<file path="config.mk">
export PLATFORM = sky130hd
export DESIGN_NAME = axi4_lite_slv_regs_flat
export DESIGN_NICKNAME = d
export VERILOG_FILES = /design/src/rtl/axi4_lite_slv_regs_if.sv /design/src/rtl/axi4_lite_slv_regs.sv /design/src/flat_wrapper.sv
export SDC_FILE = /design/constraint.sdc
export NUM_CORES = 1
export LEC_CHECK = 0
export CORE_MARGIN = 4
export CORE_UTILIZATION = 40
export DETAILED_ROUTE_END_ITERATION = 8
export PLACE_DENSITY = 0.59
export SLEW_MARGIN = 5
export SYNTH_ARGS = -nofsm -noshare
export SYNTH_HDL_FRONTEND = slang
export SYNTH_SLANG_ARGS = --single-unit
export TNS_END_PERCENT = 5
</file>
<file path="constraint.sdc">
create_clock -name clk -period 4.9 [get_ports clk]
set_clock_uncertainty 0.15 [all_clocks]
set_input_delay 0.735 -clock clk [delete_from_list [all_inputs] [get_ports clk]]
set_output_delay 0.735 -clock clk [all_outputs]
set_load 0.01 [all_outputs]
</file>
<file path="src/rtl/axi4_lite_slv_regs_if.sv">
// ---------------------------------------------------------------------------
// axi4_lite_slv_regs_if
// Bus bundle for an AXI4-Lite link between one master and one slave.
//
// Parameters
//   P_DATA_WIDTH : data width in bits (wstrb carries P_DATA_WIDTH/8 lanes)
//   P_ADDR_WIDTH : byte address width in bits
//
// Modports
//   master : drives AW/W/AR valids and payloads, bready, rready
//   slave  : drives AW/W/AR readies, B and R channel valids and payloads
// ---------------------------------------------------------------------------
interface axi4_lite_slv_regs_if #(
  parameter int P_DATA_WIDTH = 32,
  parameter int P_ADDR_WIDTH = 32
);

  // write address channel
  logic                      awvalid;
  logic                      awready;
  logic [P_ADDR_WIDTH-1:0]   awaddr;
  logic [2:0]                awprot;
  // write data channel
  logic                      wvalid;
  logic                      wready;
  logic [P_DATA_WIDTH-1:0]   wdata;
  logic [P_DATA_WIDTH/8-1:0] wstrb;
  // write response channel
  logic                      bvalid;
  logic                      bready;
  logic [2:0]                bresp;
  // read address channel
  logic                      arvalid;
  logic                      arready;
  logic [P_ADDR_WIDTH-1:0]   araddr;
  logic [2:0]                arprot;
  // read data channel
  logic                      rvalid;
  logic                      rready;
  logic [P_DATA_WIDTH-1:0]   rdata;
  logic [2:0]                rresp;

  modport master (
    output awvalid, awaddr, awprot,
    output wvalid, wdata, wstrb,
    output bready,
    output arvalid, araddr, arprot,
    output rready,
    input  awready, wready,
    input  bvalid, bresp,
    input  arready,
    input  rvalid, rdata, rresp
  );

  modport slave (
    input  awvalid, awaddr, awprot,
    input  wvalid, wdata, wstrb,
    input  bready,
    input  arvalid, araddr, arprot,
    input  rready,
    output awready, wready,
    output bvalid, bresp,
    output arready,
    output rvalid, rdata, rresp
  );

endinterface

</file>
<file path="src/rtl/axi4_lite_slv_regs.sv">
// ---------------------------------------------------------------------------
// axi4_lite_slv_regs
// AXI4-Lite slave holding P_NUM_REGS word-wide read/write registers.
// Register i lives at byte address i*(P_DATA_WIDTH/8); byte-offset bits of
// the address are ignored. Word indices >= P_NUM_REGS answer SLVERR (writes
// are dropped, reads return 0). Write and read sides run independently with
// at most one transaction in flight on each.
//
// Ports
//   clk    : clock, everything on the rising edge
//   arst_n : reset, synchronous, active-low; clears registers and outputs
//   s_axi  : AXI4-Lite slave modport (AW, W, B, AR, R channels)
// ---------------------------------------------------------------------------
module axi4_lite_slv_regs #(
  parameter int P_DATA_WIDTH = 32,
  parameter int P_ADDR_WIDTH = 32,
  parameter int P_NUM_REGS   = 16
) (
  input  logic                 clk,
  input  logic                 arst_n,
  axi4_lite_slv_regs_if.slave  s_axi
);

  localparam int NB     = P_DATA_WIDTH / 8;
  localparam int OFFS_W = (NB > 1) ? $clog2(NB) : 0;
  localparam int IDX_W  = (P_NUM_REGS > 1) ? $clog2(P_NUM_REGS) : 1;

  localparam logic [2:0] RESP_OKAY   = 3'b000;
  localparam logic [2:0] RESP_SLVERR = 3'b010;

  // register file
  logic [P_DATA_WIDTH-1:0] regs_q [P_NUM_REGS];
  logic [P_NUM_REGS-1:0]   reg_we;

  // write side holding registers
  logic                    aw_held_q, aw_held_d;
  logic [IDX_W-1:0]        aw_idx_q, aw_idx_d;
  logic                    aw_oor_q, aw_oor_d;
  logic                    w_held_q, w_held_d;
  logic [P_DATA_WIDTH-1:0] w_data_q, w_data_d;
  logic [NB-1:0]           w_strb_q, w_strb_d;
  logic                    bvalid_q, bvalid_d;
  logic [2:0]              bresp_q, bresp_d;
  logic                    awready_q, awready_d;
  logic                    wready_q, wready_d;

  // read side
  logic                    rvalid_q, rvalid_d;
  logic [P_DATA_WIDTH-1:0] rdata_q, rdata_d;
  logic [2:0]              rresp_q, rresp_d;
  logic                    arready_q, arready_d;

  // decoded addresses
  logic [P_ADDR_WIDTH-1:0] aw_word;
  logic [P_ADDR_WIDTH-1:0] ar_word;
  logic                    aw_oor;
  logic                    ar_oor;
  logic [IDX_W-1:0]        ar_idx;

  logic aw_hs, w_hs, b_hs, ar_hs, r_hs;
  logic wr_commit;

  // protection bits carry no meaning for this register bank
  logic unused_prot;
  assign unused_prot = ^{s_axi.awprot, s_axi.arprot};

  assign aw_word = s_axi.awaddr >> OFFS_W;
  assign ar_word = s_axi.araddr >> OFFS_W;
  // full-width compare so high address bits can never alias onto a register
  assign aw_oor  = (aw_word >= P_ADDR_WIDTH'(P_NUM_REGS));
  assign ar_oor  = (ar_word >= P_ADDR_WIDTH'(P_NUM_REGS));
  assign ar_idx  = ar_word[IDX_W-1:0];

  assign aw_hs = s_axi.awvalid && awready_q;
  assign w_hs  = s_axi.wvalid  && wready_q;
  assign b_hs  = bvalid_q      && s_axi.bready;
  assign ar_hs = s_axi.arvalid && arready_q;
  assign r_hs  = rvalid_q      && s_axi.rready;

  // Both halves already held at the start of this cycle: this edge commits.
  // Readies are low while anything is held, so nothing new can be captured
  // on the commit edge.
  assign wr_commit = aw_held_q && w_held_q;

  for (genvar gi = 0; gi < P_NUM_REGS; gi++) begin : g_we
    assign reg_we[gi] = wr_commit && !aw_oor_q && (aw_idx_q == IDX_W'(gi));
  end

  // ------------------------------------------------------------------
  // next-state logic for both channels
  // ------------------------------------------------------------------
  always_comb begin
    aw_held_d = aw_held_q;
    aw_idx_d  = aw_idx_q;
    aw_oor_d  = aw_oor_q;
    w_held_d  = w_held_q;
    w_data_d  = w_data_q;
    w_strb_d  = w_strb_q;
    bvalid_d  = bvalid_q;
    bresp_d   = bresp_q;
    rvalid_d  = rvalid_q;
    rdata_d   = rdata_q;
    rresp_d   = rresp_q;

    if (aw_hs) begin
      aw_held_d = 1'b1;
      aw_idx_d  = aw_word[IDX_W-1:0];
      aw_oor_d  = aw_oor;
    end
    if (w_hs) begin
      w_held_d = 1'b1;
      w_data_d = s_axi.wdata;
      w_strb_d = s_axi.wstrb;
    end

    if (wr_commit) begin
      aw_held_d = 1'b0;
      w_held_d  = 1'b0;
      bvalid_d  = 1'b1;
      bresp_d   = aw_oor_q ? RESP_SLVERR : RESP_OKAY;
    end else if (b_hs) begin
      bvalid_d = 1'b0;
      bresp_d  = RESP_OKAY;
    end

    // Read data is sampled from the registers before any same-edge write
    // lands, so a colliding read sees the old value.
    if (ar_hs) begin
      rvalid_d = 1'b1;
      rdata_d  = ar_oor ? '0 : regs_q[ar_idx];
      rresp_d  = ar_oor ? RESP_SLVERR : RESP_OKAY;
    end else if (r_hs) begin
      rvalid_d = 1'b0;
      rdata_d  = '0;
      rresp_d  = RESP_OKAY;
    end

    // Readies are registered from the next state, so they drop on the very
    // edge that captures a beat and rise on the edge that retires a response.
    awready_d = !aw_held_d && !bvalid_d;
    wready_d  = !w_held_d  && !bvalid_d;
    arready_d = !rvalid_d;
  end

  // ------------------------------------------------------------------
  // state registers
  // ------------------------------------------------------------------
  always_ff @(posedge clk) begin
    if (!arst_n) begin
      aw_held_q <= 1'b0;
      aw_idx_q  <= '0;
      aw_oor_q  <= 1'b0;
      w_held_q  <= 1'b0;
      w_data_q  <= '0;
      w_strb_q  <= '0;
      bvalid_q  <= 1'b0;
      bresp_q   <= RESP_OKAY;
      awready_q <= 1'b0;
      wready_q  <= 1'b0;
      rvalid_q  <= 1'b0;
      rdata_q   <= '0;
      rresp_q   <= RESP_OKAY;
      arready_q <= 1'b0;
    end else begin
      aw_held_q <= aw_held_d;
      aw_idx_q  <= aw_idx_d;
      aw_oor_q  <= aw_oor_d;
      w_held_q  <= w_held_d;
      w_data_q  <= w_data_d;
      w_strb_q  <= w_strb_d;
      bvalid_q  <= bvalid_d;
      bresp_q   <= bresp_d;
      awready_q <= awready_d;
      wready_q  <= wready_d;
      rvalid_q  <= rvalid_d;
      rdata_q   <= rdata_d;
      rresp_q   <= rresp_d;
      arready_q <= arready_d;
    end
  end

  // register file with per-byte-lane write enables
  always_ff @(posedge clk) begin
    if (!arst_n) begin
      for (int r = 0; r < P_NUM_REGS; r++) begin
        regs_q[r] <= '0;
      end
    end else begin
      for (int r = 0; r < P_NUM_REGS; r++) begin
        for (int b = 0; b < NB; b++) begin
          if (reg_we[r] && w_strb_q[b]) begin
            regs_q[r][8*b +: 8] <= w_data_q[8*b +: 8];
          end
        end
      end
    end
  end

  assign s_axi.awready = awready_q;
  assign s_axi.wready  = wready_q;
  assign s_axi.bvalid  = bvalid_q;
  assign s_axi.bresp   = bresp_q;
  assign s_axi.arready = arready_q;
  assign s_axi.rvalid  = rvalid_q;
  assign s_axi.rdata   = rdata_q;
  assign s_axi.rresp   = rresp_q;

endmodule

</file>
<file path="src/flat_wrapper.sv">
// flat-port wrapper written by rule: the top's interface ports become plain ports
module axi4_lite_slv_regs_flat 
#(
  parameter int P_DATA_WIDTH = 32,
  parameter int P_ADDR_WIDTH = 32,
  parameter int P_NUM_REGS   = 16
)
  (clk, arst_n, s_axi_awvalid, s_axi_awaddr, s_axi_awprot, s_axi_wvalid, s_axi_wdata, s_axi_wstrb, s_axi_bready, s_axi_arvalid, s_axi_araddr, s_axi_arprot, s_axi_rready, s_axi_awready, s_axi_wready, s_axi_bvalid, s_axi_bresp, s_axi_arready, s_axi_rvalid, s_axi_rdata, s_axi_rresp);
  axi4_lite_slv_regs_if #(.P_DATA_WIDTH(P_DATA_WIDTH), .P_ADDR_WIDTH(P_ADDR_WIDTH)) s_axi_i ();
  input  logic clk;
  input  logic arst_n;
  input wire logic [$bits(s_axi_i.awvalid)-1:0] s_axi_awvalid;
  input wire logic [$bits(s_axi_i.awaddr)-1:0] s_axi_awaddr;
  input wire logic [$bits(s_axi_i.awprot)-1:0] s_axi_awprot;
  input wire logic [$bits(s_axi_i.wvalid)-1:0] s_axi_wvalid;
  input wire logic [$bits(s_axi_i.wdata)-1:0] s_axi_wdata;
  input wire logic [$bits(s_axi_i.wstrb)-1:0] s_axi_wstrb;
  input wire logic [$bits(s_axi_i.bready)-1:0] s_axi_bready;
  input wire logic [$bits(s_axi_i.arvalid)-1:0] s_axi_arvalid;
  input wire logic [$bits(s_axi_i.araddr)-1:0] s_axi_araddr;
  input wire logic [$bits(s_axi_i.arprot)-1:0] s_axi_arprot;
  input wire logic [$bits(s_axi_i.rready)-1:0] s_axi_rready;
  output wire logic [$bits(s_axi_i.awready)-1:0] s_axi_awready;
  output wire logic [$bits(s_axi_i.wready)-1:0] s_axi_wready;
  output wire logic [$bits(s_axi_i.bvalid)-1:0] s_axi_bvalid;
  output wire logic [$bits(s_axi_i.bresp)-1:0] s_axi_bresp;
  output wire logic [$bits(s_axi_i.arready)-1:0] s_axi_arready;
  output wire logic [$bits(s_axi_i.rvalid)-1:0] s_axi_rvalid;
  output wire logic [$bits(s_axi_i.rdata)-1:0] s_axi_rdata;
  output wire logic [$bits(s_axi_i.rresp)-1:0] s_axi_rresp;
  assign s_axi_i.awvalid = s_axi_awvalid;
  assign s_axi_i.awaddr = s_axi_awaddr;
  assign s_axi_i.awprot = s_axi_awprot;
  assign s_axi_i.wvalid = s_axi_wvalid;
  assign s_axi_i.wdata = s_axi_wdata;
  assign s_axi_i.wstrb = s_axi_wstrb;
  assign s_axi_i.bready = s_axi_bready;
  assign s_axi_i.arvalid = s_axi_arvalid;
  assign s_axi_i.araddr = s_axi_araddr;
  assign s_axi_i.arprot = s_axi_arprot;
  assign s_axi_i.rready = s_axi_rready;
  assign s_axi_awready = s_axi_i.awready;
  assign s_axi_wready = s_axi_i.wready;
  assign s_axi_bvalid = s_axi_i.bvalid;
  assign s_axi_bresp = s_axi_i.bresp;
  assign s_axi_arready = s_axi_i.arready;
  assign s_axi_rvalid = s_axi_i.rvalid;
  assign s_axi_rdata = s_axi_i.rdata;
  assign s_axi_rresp = s_axi_i.rresp;
  axi4_lite_slv_regs #(.P_DATA_WIDTH(P_DATA_WIDTH), .P_ADDR_WIDTH(P_ADDR_WIDTH), .P_NUM_REGS(P_NUM_REGS)) u_core (.clk(clk), .arst_n(arst_n), .s_axi(s_axi_i));
endmodule
</file>
Word level (Yosys, flattened, before mapping). Memories as Yosys holds them, arrays and structs flattened. Index checks and enable logic that the tools add are counted.

Equal/unequal tests: 15. Reductions and logical operators: 97. Bitwise operators: 64. Order comparisons: 2. Mux-type cells: 274.

Operator list (count): 8-bit two-way mux (64); 1-bit two-way mux (201); 32-bit two-way mux (3); 1-bit logical AND (89); 1-bit bitwise OR (64); 30-bit by 5-bit >= comparator with 1-bit output, second input constant (2); 4-bit == test, second input constant (8); 4-bit by 3-bit == test with 1-bit output, second input constant (4); 3-bit two-way mux (4); 4-bit by 2-bit == test with 1-bit output, second input constant (2); 1-bit zero test (5); 4-bit by 1-bit == test with 1-bit output, second input constant (1); 4-bit zero test (1); 2-bit two-way mux (2); 2-bit nonzero test (2).

Bits in registers: 86. Memories kept: 1. Output and inout bits: 43. Bits in writable memories: 512.

Memory list: u_core.regs_q (words 16, width 32, rd ports 1, clocked after memory_dff 0, wr ports 16, RTL line axi4_lite_slv_regs.sv:32) `logic [P_DATA_WIDTH-1:0] regs_q [P_NUM_REGS];`.

Depth between registers and ports, before layout. Gate-level depths: netlist of run 1.

Depth after elaboration: 8. Mapped depth: 7.

Worst setup path after synthesis of run 1. OpenSTA, ideal clock, no wires.

Kind: in2reg. Start point: in arst_n. End point: mem u_core.regs_q[11][0], enable pin. Arrival: 1820 ps. Slack: 2573 ps. Setup time: 357 ps. Stages: 4. Path through: clkbuf_1 > clkbuf_1 > clkbuf_1 > o21ai_0.

RTL lines: from (decl) (RTL line flat_wrapper.sv:11) `input logic arst_n;`; to (decl) (RTL line axi4_lite_slv_regs.sv:32).

==> flow_metrics.py, run 1 <==
metrics = {
    "worst_hold_path": {
        "hp-start": "u_core.w_data_q[0]",
        "hold_path_end": "u_core.w_data_q[0]",
        "hold_class": "reg2reg",
        "min_path_cells": 2,
    },
    "critical_path": {
        "critPathSlowestCell": "o21ai_1",
        "path_class": "reg2reg",
        "critPathLaunchType": "register",
        "endpoint_kind": "register",
        "cpPeakStageDelay_ps": 950,
        "r2r_end": "u_core.regs_q[10][10]",
        "path_delay_family": "simple AND/OR/NAND/NOR gates",
        "cp-startpoint": "u_core.aw_idx_q[3]",
        "rr_worst_depth": 3,
        "worstPathCellList": "nor2b_1 -> nand2_1 -> o21ai_1",
        "required_ps": 4980,
        "critPathBufInv": 0,
        "reg2reg_slack_ps": 1620,
        "crit_path_max_fanout": 11,
        "rr_startpoint": "u_core.aw_idx_q[3]",
        "crit_arrival_ps": 3360,
        "critical_path_depth": 3,
    },
    "yosys": {
        "ys_seq_elements": 594,
        "syn_area_mm2": 0.02467,
        "synth-compound-area-share_pct": 5.558,
        "synth_top_family_by_area": "multiplexers",
        "synth_xor_area_share_pct": 0,
        "yosys_warnings": 0,
        "ys_seq_area_share_pct": 68.97,
        "ys.flop_type": "edfxtp_1",
        "synthAdderAreaFrac_pct": 0,
        "synth-edff-count": 512,
        "synth-simple-area-share_pct": 9.808,
        "synthArstFlopShare_pct": 0,
        "muxShareOfSynthArea_pct": 12.57,
        "yosysUniqueCellTypes": 34,
        "synth.avg_cell_area_um2": 13.78,
        "syn_inst": 1790,
    },
    "timing": {
        "hold_viol": 0,
        "setup_viol": 0,
        "setup_ws_ps": 1621,
        "worst_pin_slew_ps": 1143,
        "rsz0062_at_grt": "no",
        "fin_hold_ws_ps": 304.3,
        "max_freq_mhz": 305.0,
        "relSlewSlack_pct": 23.26,
        "drv_slew": 0,
        "fin_crit_ps": 3279,
        "post-route-period-util_pct": 66.91,
        "setup_tns_ps": 0,
    },
    "finish": {
        "fin_nets": 2021,
        "stdcell_area_mm2": 0.02884,
        "layout-drive-gt1-share_pct": 11.13,
        "final_cell_mix": "edfxtp_1 (512), nor2_1 (324), nand2_1 (225), mux2i_1 (158), clkdlybuf4s50_1 (136)",
        "layout_commonest_cell": "edfxtp_1",
        "final_util_pct": 47.52,
        "multiInputGateArea_mm2": 0.006935,
        "seqCellArea_mm2": 0.01702,
        "nFillCells": 5224,
        "antennaDiodeCount": 0,
        "area_growth_pct": 16.90,
        "fin_cells": 2740,
    },
    "pwr": {
        "peakVddDrop_mv": 0.2593,
        "p_leak_nw": 10.40,
        "power_mw": 11.13,
        "power_density_mw_per_mm2": 386.0,
    },
    "die": {
        "start_util_pct": 40.65,
        "die_w_um": 256.4,
        "die_area_mm2": 0.06572,
        "fp.dieH_um": 256.4,
        "num_rows": 90,
        "coreArea_mm2": 0.06070,
        "pin_count": 156,
    },
    "job": {
        "cap_violations": 0,
    },
    "place": {
        "pre_cts_ws_ps": 1601,
        "io_buffer_count": 141,
        "placedCellCount": 2629,
        "place_area_mm2": 0.02682,
        "hpwlAfterDp_um": 41690,
        "place.gp.congestion": 0.8008,
    },
    "drt": {
        "firstDrtPassIters": 5,
        "vias": 15002,
        "wirelength_um": 62650,
        "drt_iter0_markers": 1429,
        "detail_route.wl_per_cell_um": 22.86,
        "vias_per_cell": 5.475,
        "antenna_left": 0,
        "drc": 0,
    },
    "clocking": {
        "post-cts-setup-buffers": 0,
        "ctsResizeCount": 0,
        "clock_sinks": 594,
        "clock_latency_ps": 620,
        "clockBufferDepth": 3,
        "clk_pin_slew_ps": 60,
        "htreeDepth": 2,
        "root_buffer": "clkbuf_16",
        "hold_buffers": 0,
        "cts_buffers": 59,
        "cts_tree": "built",
    },
    "grt": {
        "grt_max_degree": 57,
        "antenna_found_initial": 0,
        "grt_usage_pct": 18.75,
        "grt_pass1_vias": 15335,
        "overflow": 0,
        "grt_pass1_wl_um": 93830,
    },
    "outcome": {
        "status": "completed",
    },
}
==> routing by layer <==
metal / vias up / GRT usage, % / wire length [µm]
li1: 6793 / - / -
met1: 7586 / 25.89 / 26970
met2: 529 / 30.76 / 29980
met3: 94 / 3.621 / 4350
met4: 0 / 4.845 / 1342
met5: - / 0 / 0
==> worst reg2reg max path, cell delays in order, from the launching register on <==
cell     delay, ps
dfxtp_1        610
nor2b_1        850
nand2_1        320
o21ai_1        950
==> report_power, final <==
| group | switching (mW) | leakage (nW) | internal [mW] | total [mW] |
|---|---|---|---|---|
| sequential | 0.0641 | 5.95 | 5.67 | 5.74 |
| combinational | 0.439 | 3.44 | 0.295 | 0.734 |
| clock | 1.90 | 1.01 | 2.77 | 4.66 |
| total | 2.40 | 10.4 | 8.73 | 11.1 |
==> synthesized netlist by cell type (2+ instances only) <==
master    number  area (µm²)
nor3_1         8       40.04
and2_1         7       43.79
a21oi_1       43       215.2
nand2_1      225       844.6
a22oi_1       62       465.5
clkbuf_1      81       304.0
a32o_1        31       310.3
nand4_1        2       12.51
mux2_2         2       22.52
buf_4         16       120.1
edfxtp_1     512       15370
nor2b_1        4       25.02
nand3_1       17       85.08
a21o_1        31       232.7
o21ai_0       24       120.1
nor4_1        12       75.07
inv_1         37       138.9
nor3_2         2       20.02
and3_1         2       12.51
mux2i_1      158        1582
buf_6          7       78.83
buf_1          6       22.52
mux4_2        63        1419
nand2b_1       3       18.77
nor2_1       325        1220
dfxtp_1       82        1642
buf_2         19       95.09
mux4_1         3       78.83
==> sequential cells by signal (all words and copies together) (netlist names) <==
name,count
u_core.aw_held_q,1
u_core.aw_idx_q,4
u_core.aw_oor_q,1
u_core.regs_q,512
u_core.s_axi.arready,1
u_core.s_axi.awready,1
u_core.s_axi.bresp,1
u_core.s_axi.bvalid,1
u_core.s_axi.rdata,32
u_core.s_axi.rresp,1
u_core.s_axi.rvalid,1
u_core.s_axi.wready,1
u_core.w_data_q,32
u_core.w_held_q,1
u_core.w_strb_q,4
==> cell families after synthesis <==
| family | Yosys count |
|---|---|
| other cells | 1 |
| flops | 594 |
| compound gates | 194 |
| simple gates | 609 |
| buf+inv | 166 |
| mux | 226 |
==> area by class of cell <==
cell class                 instances  area share [%]
sequential                       594           59.00
multi-input combinational       1033           24.05
timing repair buffer             183           6.073
clock buffer                      77           5.813
tap                              782           3.392
clock inverter                    34           1.197
inverter                          37          0.4815
==> worst max-delay path by stage <==
stage,to,slack [ps]
floorplan,u_core.regs_q[11][0],2570
global placement,u_core.s_axi.rdata[12],1630
detailed placement,u_core.s_axi.rdata[10],1600
CTS,u_core.regs_q[10][8],1660
global route,u_core.regs_q[12][31],1520
finish,u_core.regs_q[10][10],1620
(Power assumes the default switching activity.)
==> run 2, diff against run 1 <==
- PLACE_DENSITY: 0.59 -> 0.61
- clock period: 4.9 -> 2.8 ns (I/O delays scaled with it)
==> flow_metrics.py, run 2 (same netlist as run 1, synthesis figures left out) <==
metrics = {
    "finish": {
        "layout_commonest_cell": "edfxtp_1",
        "final_cell_mix": "edfxtp_1 (512), nor2_1 (324), nand2_1 (225), mux2i_1 (158), clkdlybuf4s50_1 (136)",
        "top_register": "u_core.regs_q",
        "multiInputGateArea_mm2": 0.006935,
        "area_growth_pct": 19.23,
        "fin_nets": 2075,
        "largest_register_ffs": 512,
        "nFillCells": 5228,
        "antennaDiodeCount": 0,
        "layout-drive-gt1-share_pct": 13.48,
        "fin_cells": 2792,
        "seqCellArea_mm2": 0.01702,
    },
    "critical_path": {
        "crit_arrival_ps": 2500,
        "required_ps": 2900,
        "endpoint_kind": "register",
        "crit_path_max_fanout": 9,
        "critPathLaunchType": "register",
        "path_class": "reg2reg",
    },
    "die": {
        "pin_count": 156,
        "die_w_um": 256.4,
        "start_util_pct": 40.65,
        "die_area_mm2": 0.06572,
        "num_rows": 90,
        "fp.dieH_um": 256.4,
        "coreArea_mm2": 0.06070,
    },
    "grt": {
        "grt_pass1_vias": 15423,
        "grt_usage_pct": 18.49,
        "grt_pass1_wl_um": 93200,
        "overflow": 0,
        "grt_max_degree": 47,
        "antenna_found_initial": 0,
    },
    "timing": {
        "fin_hold_ws_ps": 139.5,
        "fin_crit_ps": 2403,
        "drv_slew": 0,
        "worst_pin_slew_ps": 627.7,
        "hold_viol": 0,
        "rsz0062_at_grt": "no",
        "setup_viol": 0,
        "setup_tns_ps": 0,
        "max_freq_mhz": 416.2,
        "post-route-period-util_pct": 85.81,
        "relSlewSlack_pct": 58.15,
    },
    "worst_hold_path": {
        "hold_class": "in2reg",
    },
    "clocking": {
        "clock_sinks": 594,
        "clk_pin_slew_ps": 60,
        "hold_buffers": 0,
        "htreeDepth": 2,
        "root_buffer": "clkbuf_16",
        "clock_latency_ps": 610,
        "clockBufferDepth": 3,
        "cts_buffers": 57,
        "cts_tree": "built",
        "post-cts-setup-buffers": 0,
        "ctsResizeCount": 0,
    },
    "pwr": {
        "power_density_mw_per_mm2": 668.2,
        "power_mw": 19.66,
        "peakVddDrop_mv": 0.4781,
        "p_leak_nw": 10.71,
    },
    "place": {
        "place.gp.congestion": 0.7912,
        "placedCellCount": 2685,
        "io_buffer_count": 141,
        "hpwlAfterDp_um": 41380,
    },
    "drt": {
        "detail_route.wl_per_cell_um": 22.21,
        "vias_per_cell": 5.405,
        "drt_iter0_markers": 1520,
        "firstDrtPassIters": 5,
        "vias": 15090,
        "wirelength_um": 62020,
        "drc": 0,
        "antenna_left": 0,
    },
    "outcome": {
        "status": "completed",
    },
    "job": {
        "cap_violations": 0,
    },
}
run 2: layout make-up:
cell class	instances	share of cell area, %
multi-input combinational	1033	23.58
inverter	37	0.4721
clock inverter	40	1.633
clock buffer	67	5.334
timing repair buffer	239	7.809
tap	782	3.326
sequential	594	57.85
run 2: final timing paths:
kind	start	endpoint	slack [ps]	cells past startpoint
worst max-delay path	u_core.w_strb_q[2]	u_core.regs_q[3][19]	400	4
worst min-delay path	arst_n	u_core.aw_oor_q	140	2
worst max register to register	u_core.w_strb_q[2]	u_core.regs_q[3][19]	400	4
worst min register to register	u_core.w_data_q[25]	u_core.w_data_q[25]	310	2
run 2: stage by stage:
step,cell area [µm²],utilization [%],worst slack (ps)
after floorplan,24680,-,578.3
after global placement,27370,45.09,348.9
after detailed placement,27370,45.09,319.6
after CTS,29420,48.46,393.0
after global routing,29420,48.46,61.96
final,29420,48.46,397.3
run 2: per-layer routing:
metal / part of all wire, % / wire length, µm / GRT usage [%] / vias up
met3: 7.3 / 4497 / 3.513 / 89
met5: 0 / 0 / 0 / -
met4: 2.5 / 1533 / 5.302 / 0
met2: 48 / 29950 / 30.59 / 534
met1: 42 / 26040 / 25.15 / 7554
li1: - / - / - / 6913
run 2: report_power, final:
part | switching (mW) | leakage, nW | total [mW] | internal [mW]
Sequential | 0.103 | 5.95 | 10.0 | 9.92
Clock | 3.27 | 1.02 | 8.29 | 5.01
Combinational | 0.777 | 3.74 | 1.34 | 0.566
Total | 4.15 | 10.7 | 19.7 | 15.5
run 2: worst max-delay path: stages, from the launching register on:
cell,delay [ps]
dfxtp_1,420
inv_1,130
nor3_1,510
nand2_1,380
nand2_1,440
